==> src/rtl/blit_pkg.sv <==
`default_nettype none
// ============================================================================
//  Module      : blit_pkg
//  Description : Shared types and sizing constants for the sprite blitter.
//  Revision    : 1.0 - initial release
// ============================================================================
package blit_pkg;

    typedef enum logic [1:0] {
        ST_IDLE  = 2'd0,
        ST_FETCH = 2'd1,
        ST_WRITE = 2'd2
    } blit_state_t;

    localparam int unsigned SCREEN_W_DEFAULT    = 640;
    localparam int unsigned SCREEN_H_DEFAULT    = 480;
    localparam logic [4:0]  TRANSPARENT_DEFAULT = 5'h1F;

    localparam int unsigned ADDR_W  = 19;
    localparam int unsigned COORD_W = 10;
    localparam int unsigned SUM_W   = 12;
    localparam int unsigned DIM_W   = 6;
    localparam int unsigned ROM_AW  = 11;
    localparam int unsigned COLOR_W = 5;

endpackage
`default_nettype wire

==> src/rtl/sprite_blitter_if.sv <==
`default_nettype none
// ============================================================================
//  Module      : sprite_blitter_if
//  Description : Command, sprite-ROM and frame-buffer bundle of the blitter.
//  Revision    : 1.0 - initial release
// ============================================================================
interface sprite_blitter_if;

    logic                               cmd_valid;
    logic                               cmd_ready;
    logic [blit_pkg::COORD_W-1:0]       cmd_x;
    logic [blit_pkg::COORD_W-1:0]       cmd_y;
    logic [blit_pkg::DIM_W-1:0]         cmd_w;
    logic [blit_pkg::DIM_W-1:0]         cmd_h;
    logic [blit_pkg::ROM_AW-1:0]        cmd_base;
    logic [blit_pkg::ROM_AW-1:0]        rom_addr;
    logic [blit_pkg::COLOR_W-1:0]       rom_data;
    logic                               fb_we;
    logic [blit_pkg::ADDR_W-1:0]        fb_addr;
    logic [blit_pkg::COLOR_W-1:0]       fb_data;
    logic                               fb_ready;
    logic                               done;

    // master = the blitter, slave = the command source / ROM / frame buffer
    modport master (
        input  cmd_valid, cmd_x, cmd_y, cmd_w, cmd_h, cmd_base, rom_data, fb_ready,
        output cmd_ready, rom_addr, fb_we, fb_addr, fb_data, done
    );

    modport slave (
        output cmd_valid, cmd_x, cmd_y, cmd_w, cmd_h, cmd_base, rom_data, fb_ready,
        input  cmd_ready, rom_addr, fb_we, fb_addr, fb_data, done
    );

endinterface
`default_nettype wire

==> src/rtl/fb_addr_calc.sv <==
`default_nettype none
// ============================================================================
//  Module      : fb_addr_calc
//  Description : Screen X,Y to linear frame-buffer address plus bounds flag.
//  Revision    : 1.0 - initial release
// ============================================================================
module fb_addr_calc
    import blit_pkg::*;
#(
    parameter int unsigned SCREEN_W = SCREEN_W_DEFAULT,
    parameter int unsigned SCREEN_H = SCREEN_H_DEFAULT
) (
    input  logic [SUM_W-1:0]  i_x,
    input  logic [SUM_W-1:0]  i_y,
    output logic [ADDR_W-1:0] o_addr,
    output logic              o_in_bounds
);

    localparam logic [ADDR_W-1:0] c_W_ADDR = ADDR_W'(SCREEN_W);
    localparam logic [SUM_W-1:0]  c_W_SUM  = SUM_W'(SCREEN_W);
    localparam logic [SUM_W-1:0]  c_H_SUM  = SUM_W'(SCREEN_H);

    logic [ADDR_W-1:0] w_row_base;

    // Out-of-range coordinates may overflow here; they are never written.
    assign w_row_base  = ADDR_W'(i_y) * c_W_ADDR;
    assign o_addr      = w_row_base + ADDR_W'(i_x);
    assign o_in_bounds = (i_x < c_W_SUM) && (i_y < c_H_SUM);

endmodule
`default_nettype wire

==> src/rtl/sprite_blitter.sv <==
`default_nettype none
// ============================================================================
//  Module      : sprite_blitter
//  Description : Copies a row-major sprite from ROM into the frame buffer,
//                skipping transparent and off-screen pixels.
//  Revision    : 1.0 - initial release
// ============================================================================
module sprite_blitter
    import blit_pkg::*;
#(
    parameter int unsigned         SCREEN_W    = SCREEN_W_DEFAULT,
    parameter int unsigned         SCREEN_H    = SCREEN_H_DEFAULT,
    parameter logic [COLOR_W-1:0]  TRANSPARENT = TRANSPARENT_DEFAULT
) (
    input  logic             Clk,
    input  logic             Reset,
    sprite_blitter_if.master bus
);

    blit_state_t r_state, w_state_next;

    logic [COORD_W-1:0] r_x, r_y;
    logic [DIM_W-1:0]   r_w, r_h, r_col, r_row;
    logic [ROM_AW-1:0]  r_ptr;
    logic               r_fb_we, r_done;
    logic [ADDR_W-1:0]  r_fb_addr;
    logic [COLOR_W-1:0] r_fb_data;

    logic               w_accept, w_retire, w_zero, w_col_last, w_last;
    logic               w_in_bounds, w_pix_we;
    logic [SUM_W-1:0]   w_x_sum, w_y_sum;
    logic [ADDR_W-1:0]  w_addr;

    assign w_x_sum    = SUM_W'(r_x) + SUM_W'(r_col);
    assign w_y_sum    = SUM_W'(r_y) + SUM_W'(r_row);
    assign w_zero     = (bus.cmd_w == '0) || (bus.cmd_h == '0);
    assign w_col_last = (r_col == r_w - DIM_W'(1));
    assign w_last     = w_col_last && (r_row == r_h - DIM_W'(1));
    assign w_pix_we   = w_in_bounds && (bus.rom_data != TRANSPARENT);

    fb_addr_calc #(
        .SCREEN_W (SCREEN_W),
        .SCREEN_H (SCREEN_H)
    ) u_addr_calc (
        .i_x         (w_x_sum),
        .i_y         (w_y_sum),
        .o_addr      (w_addr),
        .o_in_bounds (w_in_bounds)
    );

    always_ff @(posedge Clk) begin
        if (Reset) r_state <= ST_IDLE;
        else       r_state <= w_state_next;
    end

    always_comb begin
        w_state_next = r_state;
        w_accept     = 1'b0;
        w_retire     = 1'b0;
        case (r_state)
            ST_IDLE: begin
                if (bus.cmd_valid) begin
                    w_accept = 1'b1;
                    if (!w_zero) w_state_next = ST_FETCH;
                end
            end
            ST_FETCH: w_state_next = ST_WRITE;
            ST_WRITE: begin
                // Skipped pixels never wait for the frame buffer.
                if (!r_fb_we || bus.fb_ready) begin
                    w_retire     = 1'b1;
                    w_state_next = w_last ? ST_IDLE : ST_FETCH;
                end
            end
            default: w_state_next = ST_IDLE;
        endcase
    end

    always_ff @(posedge Clk) begin
        if (Reset) begin
            r_x       <= '0;
            r_y       <= '0;
            r_w       <= '0;
            r_h       <= '0;
            r_col     <= '0;
            r_row     <= '0;
            r_ptr     <= '0;
            r_fb_we   <= 1'b0;
            r_fb_addr <= '0;
            r_fb_data <= '0;
            r_done    <= 1'b0;
        end else begin
            r_done <= 1'b0;
            if (w_accept) begin
                r_x    <= bus.cmd_x;
                r_y    <= bus.cmd_y;
                r_w    <= bus.cmd_w;
                r_h    <= bus.cmd_h;
                r_col  <= '0;
                r_row  <= '0;
                r_ptr  <= bus.cmd_base;
                r_done <= w_zero;
            end
            // ROM data for r_ptr is valid at the end of FETCH.
            if (r_state == ST_FETCH) begin
                r_fb_data <= bus.rom_data;
                r_fb_addr <= w_addr;
                r_fb_we   <= w_pix_we;
            end
            if (w_retire) begin
                r_fb_we <= 1'b0;
                r_ptr   <= r_ptr + ROM_AW'(1);
                r_done  <= w_last;
                if (w_col_last) begin
                    r_col <= '0;
                    r_row <= r_row + DIM_W'(1);
                end else begin
                    r_col <= r_col + DIM_W'(1);
                end
            end
        end
    end

    assign bus.cmd_ready = (r_state == ST_IDLE);
    assign bus.rom_addr  = r_ptr;
    assign bus.fb_we     = r_fb_we;
    assign bus.fb_addr   = r_fb_addr;
    assign bus.fb_data   = r_fb_data;
    assign bus.done      = r_done;

endmodule
`default_nettype wire

==> src/flat_wrapper.sv <==
// flat-port wrapper written by rule: the top's interface ports become plain ports
module sprite_blitter_flat import blit_pkg::*;
#(
    parameter int unsigned         SCREEN_W    = SCREEN_W_DEFAULT,
    parameter int unsigned         SCREEN_H    = SCREEN_H_DEFAULT,
    parameter logic [COLOR_W-1:0]  TRANSPARENT = TRANSPARENT_DEFAULT
)
  (Clk, Reset, bus_cmd_valid, bus_cmd_x, bus_cmd_y, bus_cmd_w, bus_cmd_h, bus_cmd_base, bus_rom_data, bus_fb_ready, bus_cmd_ready, bus_rom_addr, bus_fb_we, bus_fb_addr, bus_fb_data, bus_done);
  sprite_blitter_if bus_i ();
  input  logic Clk;
  input  logic Reset;
  input wire logic [$bits(bus_i.cmd_valid)-1:0] bus_cmd_valid;
  input wire logic [$bits(bus_i.cmd_x)-1:0] bus_cmd_x;
  input wire logic [$bits(bus_i.cmd_y)-1:0] bus_cmd_y;
  input wire logic [$bits(bus_i.cmd_w)-1:0] bus_cmd_w;
  input wire logic [$bits(bus_i.cmd_h)-1:0] bus_cmd_h;
  input wire logic [$bits(bus_i.cmd_base)-1:0] bus_cmd_base;
  input wire logic [$bits(bus_i.rom_data)-1:0] bus_rom_data;
  input wire logic [$bits(bus_i.fb_ready)-1:0] bus_fb_ready;
  output wire logic [$bits(bus_i.cmd_ready)-1:0] bus_cmd_ready;
  output wire logic [$bits(bus_i.rom_addr)-1:0] bus_rom_addr;
  output wire logic [$bits(bus_i.fb_we)-1:0] bus_fb_we;
  output wire logic [$bits(bus_i.fb_addr)-1:0] bus_fb_addr;
  output wire logic [$bits(bus_i.fb_data)-1:0] bus_fb_data;
  output wire logic [$bits(bus_i.done)-1:0] bus_done;
  assign bus_i.cmd_valid = bus_cmd_valid;
  assign bus_i.cmd_x = bus_cmd_x;
  assign bus_i.cmd_y = bus_cmd_y;
  assign bus_i.cmd_w = bus_cmd_w;
  assign bus_i.cmd_h = bus_cmd_h;
  assign bus_i.cmd_base = bus_cmd_base;
  assign bus_i.rom_data = bus_rom_data;
  assign bus_i.fb_ready = bus_fb_ready;
  assign bus_cmd_ready = bus_i.cmd_ready;
  assign bus_rom_addr = bus_i.rom_addr;
  assign bus_fb_we = bus_i.fb_we;
  assign bus_fb_addr = bus_i.fb_addr;
  assign bus_fb_data = bus_i.fb_data;
  assign bus_done = bus_i.done;
  sprite_blitter #(.SCREEN_W(SCREEN_W), .SCREEN_H(SCREEN_H), .TRANSPARENT(TRANSPARENT)) u_core (.Clk(Clk), .Reset(Reset), .bus(bus_i));
endmodule
==> config.mk <==
export PLATFORM = sky130hd
export DESIGN_NAME = sprite_blitter_flat
export DESIGN_NICKNAME = d
export VERILOG_FILES = /design/src/rtl/blit_pkg.sv /design/src/rtl/sprite_blitter_if.sv /design/src/rtl/fb_addr_calc.sv /design/src/rtl/sprite_blitter.sv /design/src/flat_wrapper.sv
export SDC_FILE = /design/constraint.sdc
export NUM_CORES = 1
export LEC_CHECK = 0
export CELL_PAD_IN_SITES_DETAIL_PLACEMENT = 0
export CELL_PAD_IN_SITES_GLOBAL_PLACEMENT = 1
export CORE_UTILIZATION = 35
export CTS_CLUSTER_SIZE = 14
export DETAILED_ROUTE_END_ITERATION = 10
export GPL_TIMING_DRIVEN = 0
export PLACE_DENSITY = 0.79
export SLEW_MARGIN = 20
export SYNTH_ARGS = -nofsm -noshare
export SYNTH_HDL_FRONTEND = slang
export SYNTH_SLANG_ARGS = --single-unit
==> constraint.sdc <==
create_clock -name Clk -period 4 [get_ports Clk]
set_input_delay 0.8 -clock Clk [delete_from_list [all_inputs] [get_ports Clk]]
set_output_delay 0.8 -clock Clk [all_outputs]
set_load 0.02 [all_outputs]
==> results of run 1 <==
## area by class of cell
type                       count  area [µm²]
sequential                    83        1670
clock inverter                 4        47.5
tap                          180         225
fill                        1379        7180
inverter                      27         101
multi-input combinational    505        3290
timing repair buffer         102         988
buffer                        28         113
clock buffer                  12         267
## kinds of logic (layout without fill, tap and decap cells)
group                    count (synthesis)  count (layout)  share of synthesized area, %
AND/OR/NAND/NOR                        259             259                          24.1
flip-flops                              83              83                          33.3
adder cells (fa/ha/maj)                 42              42                          11.1
multiplexers                             4               4                         0.827
XOR/XNOR                                38              38                          6.94
buffers and inverters                   55             173                          4.28
AO/OA/AOI/OAI                          162             162                          19.5
## worst min path at each step
stage                                      from                    end  slack [ps]  cells after the start
after floorplan                   u_core.r_x[0]          u_core.r_x[0]         440                      2
after global routing      u_core.bus.fb_addr[3]  u_core.bus.fb_addr[3]         470                      2
after global placement    u_core.bus.fb_data[0]  u_core.bus.fb_data[0]         440                      2
after detailed placement  u_core.bus.fb_addr[9]  u_core.bus.fb_addr[9]         450                      2
after CTS                 u_core.bus.fb_addr[9]  u_core.bus.fb_addr[9]         450                      2
final                     u_core.bus.fb_addr[3]  u_core.bus.fb_addr[3]         450                      2
## report_power, final
group | total (mW) | leakage [nW] | internal [mW] | switching, mW
Sequential | 0.922 | 0.680 | 0.876 | 0.0465
Clock | 0.874 | 0.155 | 0.533 | 0.341
Combinational | 0.493 | 1.84 | 0.226 | 0.266
Total | 2.29 | 2.67 | 1.63 | 0.654
## per-layer routing
metal / global-route usage [%] / vias up
met4: 5.63 / 0
met1: 24.5 / 2227
li1: - / 2462
met5: 0 / -
met2: 35.8 / 102
met3: 5.26 / 11
## state kept, by name (all words and copies together), names as in the netlist, 2 cells and up
name and count:
u_core.bus.fb_addr 19, u_core.bus.fb_data 5, u_core.bus.rom_addr 11, u_core.r_col 6, u_core.r_h 6, u_core.r_row 6
u_core.r_state 2, u_core.r_w 6, u_core.r_x 10, u_core.r_y 10
## what timing repair did
item | CTS | global route
pin swaps | 3 | 20
cloned | 0 | 0
endpoints found under the setup margin | 4 | 6
resized for setup | 10 | 27
buffers inserted | 1 | 12
## worst max-delay path: stages, from the launching register on
cell and delay [ps]:
dfxtp_2 360, ha_1 340, a211oi_2 260, o21bai_1 150, a31oi_1 210, and2b_1 230, xor2_2 150, ha_1 290
ha_2 390, nand4_1 170, buf_4 190, a211oi_1 220, a311o_1 190, nand4_1 140, xnor3_1 390, a211oi_2 190
## placed cells by master, fill, tap and decap left out, types with 4 or more instances in the layout
cell and n:
xnor2_1 22, nor3_1 10, xor2_1 7, nand3_1 16
nor2b_1 6, or3_1 7, a21o_1 8, inv_1 26
buf_4 13, nor2_1 53, a21oi_1 77, nand2_1 119
xor2_2 5, clkbuf_1 26, nand3b_1 4, ha_4 4
clkdlybuf4s50_1 89, a211oi_1 8, ha_1 33, and3_1 12
dfxtp_1 79, clkbuf_16 9, o21ai_0 28, nand2b_1 5
nor4_1 4, a31oi_1 4, a221oi_1 4, nand4_1 5
## through the flow
| stage | setup WS (ps) | instances | hold slack, ps |
|---|---|---|---|
| 5_1_grt | -122 | 941 | 474 |
| 3_5_place_dp | -329 | 912 | 446 |
| 6_report | 37.8 | 941 | 454 |
| 4_1_cts | -23.7 | 929 | 454 |
| 2_1_floorplan | 143 | 643 | 440 |
| 3_3_place_gp | -292 | 912 | 445 |
==> results.md, run 1 <==
- Synthesized area per cell: 7.77 µm²
- Core Region: 13,900 µm²
- CTS Root Cell: clkbuf_16
- Share of synthesized registers carrying an async set or reset: 0%
- Reg2reg start: u_core.r_row[1]
- FF+latch count, synth: 83
- Seq/Total Area, Yosys: 33.3%
- Top-count cell post-synth: nand2_1
- PortBufs: between 80 and 90
- Top Layer Used: met4
- First-pass GRT wire length: about 23 mm
- # DRC: 0
- CTS clk-pin slew, worst paths: 60 ps
- Rows: 43
- Clock Tree Buf Depth: 2
- CP startpoint: u_core.r_row[1]
- Hold buffers post-CTS: 0
- Fin. Hold Viols: 0
- Initial antenna violation count: 0
- Total Power: 2.29 mW
- Clk_lat worst skew: 340 ps
- Share of layout cells above drive strength 1: 9.33%
- Tmin final: 3960 ps
- Final setup violation count: 0
- Number of global-route vias before repair: 4,710
- Largest net degree at the start of global routing: 14
- Initial Util: 36.0%
- CTS tree: done
- Final wirelength: 14.4 mm
- Post-synth EDFFs: 0
- Remaining global-route overflow: 0
- Critical path data required time: 4260 ps
- Crit share post-route: between 90% and 100%
- Reg2Reg Capture Point: u_core.bus.fb_addr[18]
- Lkg Pwr: between 2 and 3 nW
- Setup Skew: approximately 5.6 ps
- Pwr Density: 341 nW/µm²
- Fin. max-slew vios: 0
- Setup TNS: 0 ps
- First-iteration detailed-routing DRC count: 233
- Leading area contributor after synthesis: dfxtp_1
- Max_cap viols: 0
- Final instance area: 6710 µm²
- Hold crit path type: reg -> reg
- Peak VDD IR: 0.219 mV
- Synth area leaders: dfxtp_1 (33%), ha_1 (9.5%), nand2_1 (8.9%)
- Worst r2r path cells: 15
- Sink Count: 83
- Synth unique cells: 59
- Die area: 14,800 µm²
- Finished Core Util: 48.3%
- Max FO, Critical Path: 6
- Reg-to-reg slack, setup: 40 ps
- RSZ-0062 raised after global routing: yes
- Diodes inserted: 0
- DR vias/cell: 5.10
- Met1 wire length: 6.16 mm
- Final ANT Viol Nets: 0
- Startpoint types: register
- DR pass1 iterations: 5
- Critical path endpoint category: register
- Synth top cells by count: nand2_1 (119), dfxtp_1 (83), a21oi_1 (78)
- Synth Net Count: 737
- Max-slew headroom: 50.1%
- Crit path DAT: 4220 ps
- Critical path capture point: u_core.bus.fb_addr[18]
- Via count: 4,802
- Die Ht: 121 µm
- Die span in x: 121 µm
- Final net count: 850
- DPL Wire Length: 11.0 mm
- Mapped Area: 4990 µm²
- Status: completed
- Post-Synthesis Cells: 643
- P&R area growth vs syn: 34.2%
- Global placement routability congestion: 0.862
- Cell Area, Placed: ~6100 µm²
- Yosys warning count: 0
- IO Count: 90
- Gr usage total: 20.4%
- FMAX: about 250 MHz
- CTS HTree Levels: 3
- Setup Crit Path Kind: reg -> reg
- DR WL met2: around 7.2 mm
- Least-Margin Pin Slew: roughly 750 ps
- CTS buffer count: 9
- Share of the synthesized area in the top cell type: between 30% and 40%
- Synth Flop Type: dfxtp_1
- Routed length per instance: around 15 µm
- Met3 wire len: 866 µm
(Power assumes the default switching activity.)
==> inputs of run 2 (changes only) <==
==> constraint.sdc (replaced) <==
create_clock -name Clk -period 4 [get_ports Clk]
set_input_delay 0.4 -clock Clk [delete_from_list [all_inputs] [get_ports Clk]]
set_output_delay 0.4 -clock Clk [all_outputs]
set_load 0.02 [all_outputs]
==> results of run 2 <==
Final layout, timing and power as in run 1 (identical DEF).
==> inputs of run 3 (changes only) <==
Settings changed: ABC_AREA set to 1, CORE_MARGIN set to 4, PLACE_DENSITY 0.79 to 0.8.
==> run 3 against run 2 <==
Compared with the run above:
- sequential share of layout area hardly changed
- die area rose by 16%
- non-clock buffer count shrank 17
- largest cell class unchanged
- largest power group unchanged
- highest routed layer unchanged
==> results.md, run 3 <==
- Finished Layout Cells: ~1,000
- Crit path cell chain: ha_1 > inv_1 > fa_1 > o21ai_2 > xnor2_1 > inv_1 > ha_1 > fa_2 > nand2_1 > nor2_1 > nand2_1 > nand3_1 > nand2_1 > nor3_2 > nand4_1 > nand3_1 > nand3_1 > nand2_1 > inv_1
- Synth top cells by count: nand2_1 (133), nor2_1 (108), inv_1 (88)
- DR vias/cell: 4.83
- Commonest non-fill, non-tap cell in the layout: nand2_1
- Hold buffers post-CTS: 0
- IO Count: 90
- Final wirelength: 14.4 mm
- Crit path DAT: 3890 ps
- CTS Root Cell: clkbuf_16
- Critical path endpoint category: register
- Gr usage total: around 17%
- Share of layout cells above drive strength 1: between 5 and 6%
- Hold crit path type: reg -> reg
- Place WS: 86.4 ps
- Synthesized area per cell: around 7 µm²
- Post-synth EDFFs: 0
- Number of global-route vias before repair: 4,558
- Largest net degree at the start of global routing: 14
- Lkg Pwr: 3.02 nW
- # DRC: 0
- Rows: 44
- Synth area leaders: dfxtp_1 (32%), nand2_1 (9.5%), ha_1 (9.0%)
- Most frequent cells in the layout: nand2_1 (133), nor2_1 (108), inv_1 (88), clkdlybuf4s50_1 (88), dfxtp_1 (82)
- CTS clk-pin slew, worst paths: around 60 ps
- Synth Flop Type: dfxtp_1
- CTS tree: done
- Share of the synthesized area in the top cell type: around a third
- Status: completed
- Least-Margin Pin Slew: 703 ps
- Crit path top cell by count: nand2_1
- Setup ws final: 355 ps
- Remaining global-route overflow: 0
- Mapped Area: 5260 µm²
- Die area: 17,100 µm²
- Routed length per instance: 13.8 µm
- Final ANT Viol Nets: 0
- Core Region: 14,600 µm²
- Global placement routability congestion: 0.813
- Setup Skew: 7.38 ps
- FMAX: 274 MHz
- DR pass1 iterations: 5
- Setup Crit Path Kind: reg -> reg
- Critical path data required time: around 4300 ps
- DPL Wire Length: around 11 mm
- Pwr Density: ~370 nW/µm²
- Fin. max-slew vios: 0
- Peak VDD IR: 0.262 mV
- Synth Net Count: approximately 850
- First-pass GRT wire length: about 23 mm
- Share of synthesized registers carrying an async set or reset: 0%
- Finished Core Util: 45.6%
- Crit share post-route: 91.1%
- Via count: about 5,100
- Sink Count: 83
- Tmin final: around 3600 ps
- Clk_lat worst skew: 340 ps
- PortBufs: 88
- CTS buffer count: 9
- Leading area contributor after synthesis: dfxtp_1
- Die span in x: 131 µm
- Synth unique cells: 40
- P&R area growth vs syn: 26.9%
- Startpoint types: register
- Initial Util: 35.9%
- Max-slew headroom: between 50 and 60%
- Clock Tree Buf Depth: 2
- Initial antenna violation count: 0
- Die Ht: 131 µm
- Seq/Total Area, Yosys: 31.6%
- Placed cells: 1,032
- Setup TNS: 0 ps
- Final net count: between 900 and 1,000
- Diodes inserted: 0
- Fin. Hold Viols: 0
- Top-count cell post-synth: nand2_1
- Slowest stage delay, CP: 620 ps
- Post-Synthesis Cells: between 700 and 800
- RSZ-0062 raised after global routing: no
- Max_cap viols: 0
- Final setup violation count: 0
- FF+latch count, synth: 83
- Max FO, Critical Path: 6
- CP max-delay cell: fa_2
- Worst hold slack: 483 ps
- Yosys warning count: 0
- First-iteration detailed-routing DRC count: 225
- CTS HTree Levels: 3
- Max FFs per register: 19
run 3: cell count changes in the layout (fill, tap and decap cells not counted), moves of 12 or more:
cell	before	now
xor2_1	7	28
nor2_1	53	108
a21oi_1	77	52
nand2_1	119	133
nand3_1	16	49
o21ai_0	28	68
buf_4	13	0
inv_1	26	88
and3_1	12	0
run 3: stage by stage:
stage	power, mW	instance area, µm²
global placement	1.66	6370
global route	2.63	6680
detailed placement	1.67	6370
finish	2.49	6680
CTS	2.51	6670
floorplan	1.41	5260
run 3: metal layers:
metal / part of all wire, % / global-route usage, % / vias to the layer above
met2: 42 / 25.7 / 88
li1: - / - / 2677
met3: 4.1 / 3.54 / 18
met1: 53 / 24.5 / 2275
met4: 1.6 / 4.84 / 0
met5: 0 / 0 / -
run 3: cell families after synthesis:
family,after synthesis,synth area share [%]
XOR/XNOR,47,7.97
buffers and inverters,120,8.73
adder cells (fa/ha/maj),42,10.6
AND/OR/NAND/NOR,324,26.4
AO/OA/AOI/OAI,144,14.8
flip-flops,83,31.6
run 3: worst paths after layout:
kind,start,end,slack [ps],depth (start not counted)
max reg2reg,u_core.r_row[0],u_core.bus.fb_addr[18],350,19
min reg2reg,u_core.r_h[1],u_core.r_h[1],480,2
min,u_core.r_h[1],u_core.r_h[1],480,2
max,u_core.r_row[0],u_core.bus.fb_addr[18],350,19
run 3: critical path, delay by kind of cell, from the launching register on:
kind,cells,cell delay [ps]
AOI/OAI and AO/OA,1,210
buffers and inverters,3,200
DFF,1,390
and+or+nand+nor,10,1000
xor gates and xnor gates,1,140
adders and majority gates,4,1640
run 3: layout make-up:
class | count | area [µm²]
flip-flops and latches | 83 | 1660
fillers | 1533 | 7970
inverters | 95 | 358
multi-input cells | 557 | 3150
clock buffers | 11 | 243
plain buffers | 25 | 101
clock inverters | 5 | 52.6
well taps | 184 | 230
repair buffers | 88 | 881
run 3: power by group:
part           internal [mW]  switching (mW)
registers              0.904          0.0617
clock network          0.498           0.338
logic                  0.292           0.393
total                   1.69           0.793
run 3: repair_timing:
action / in CTS / in global routing
resized for setup: 0 / 4
endpoints found under the hold margin: 0 / 0
setup endpoints to repair: 0 / 5
setup buffers: 0 / 0
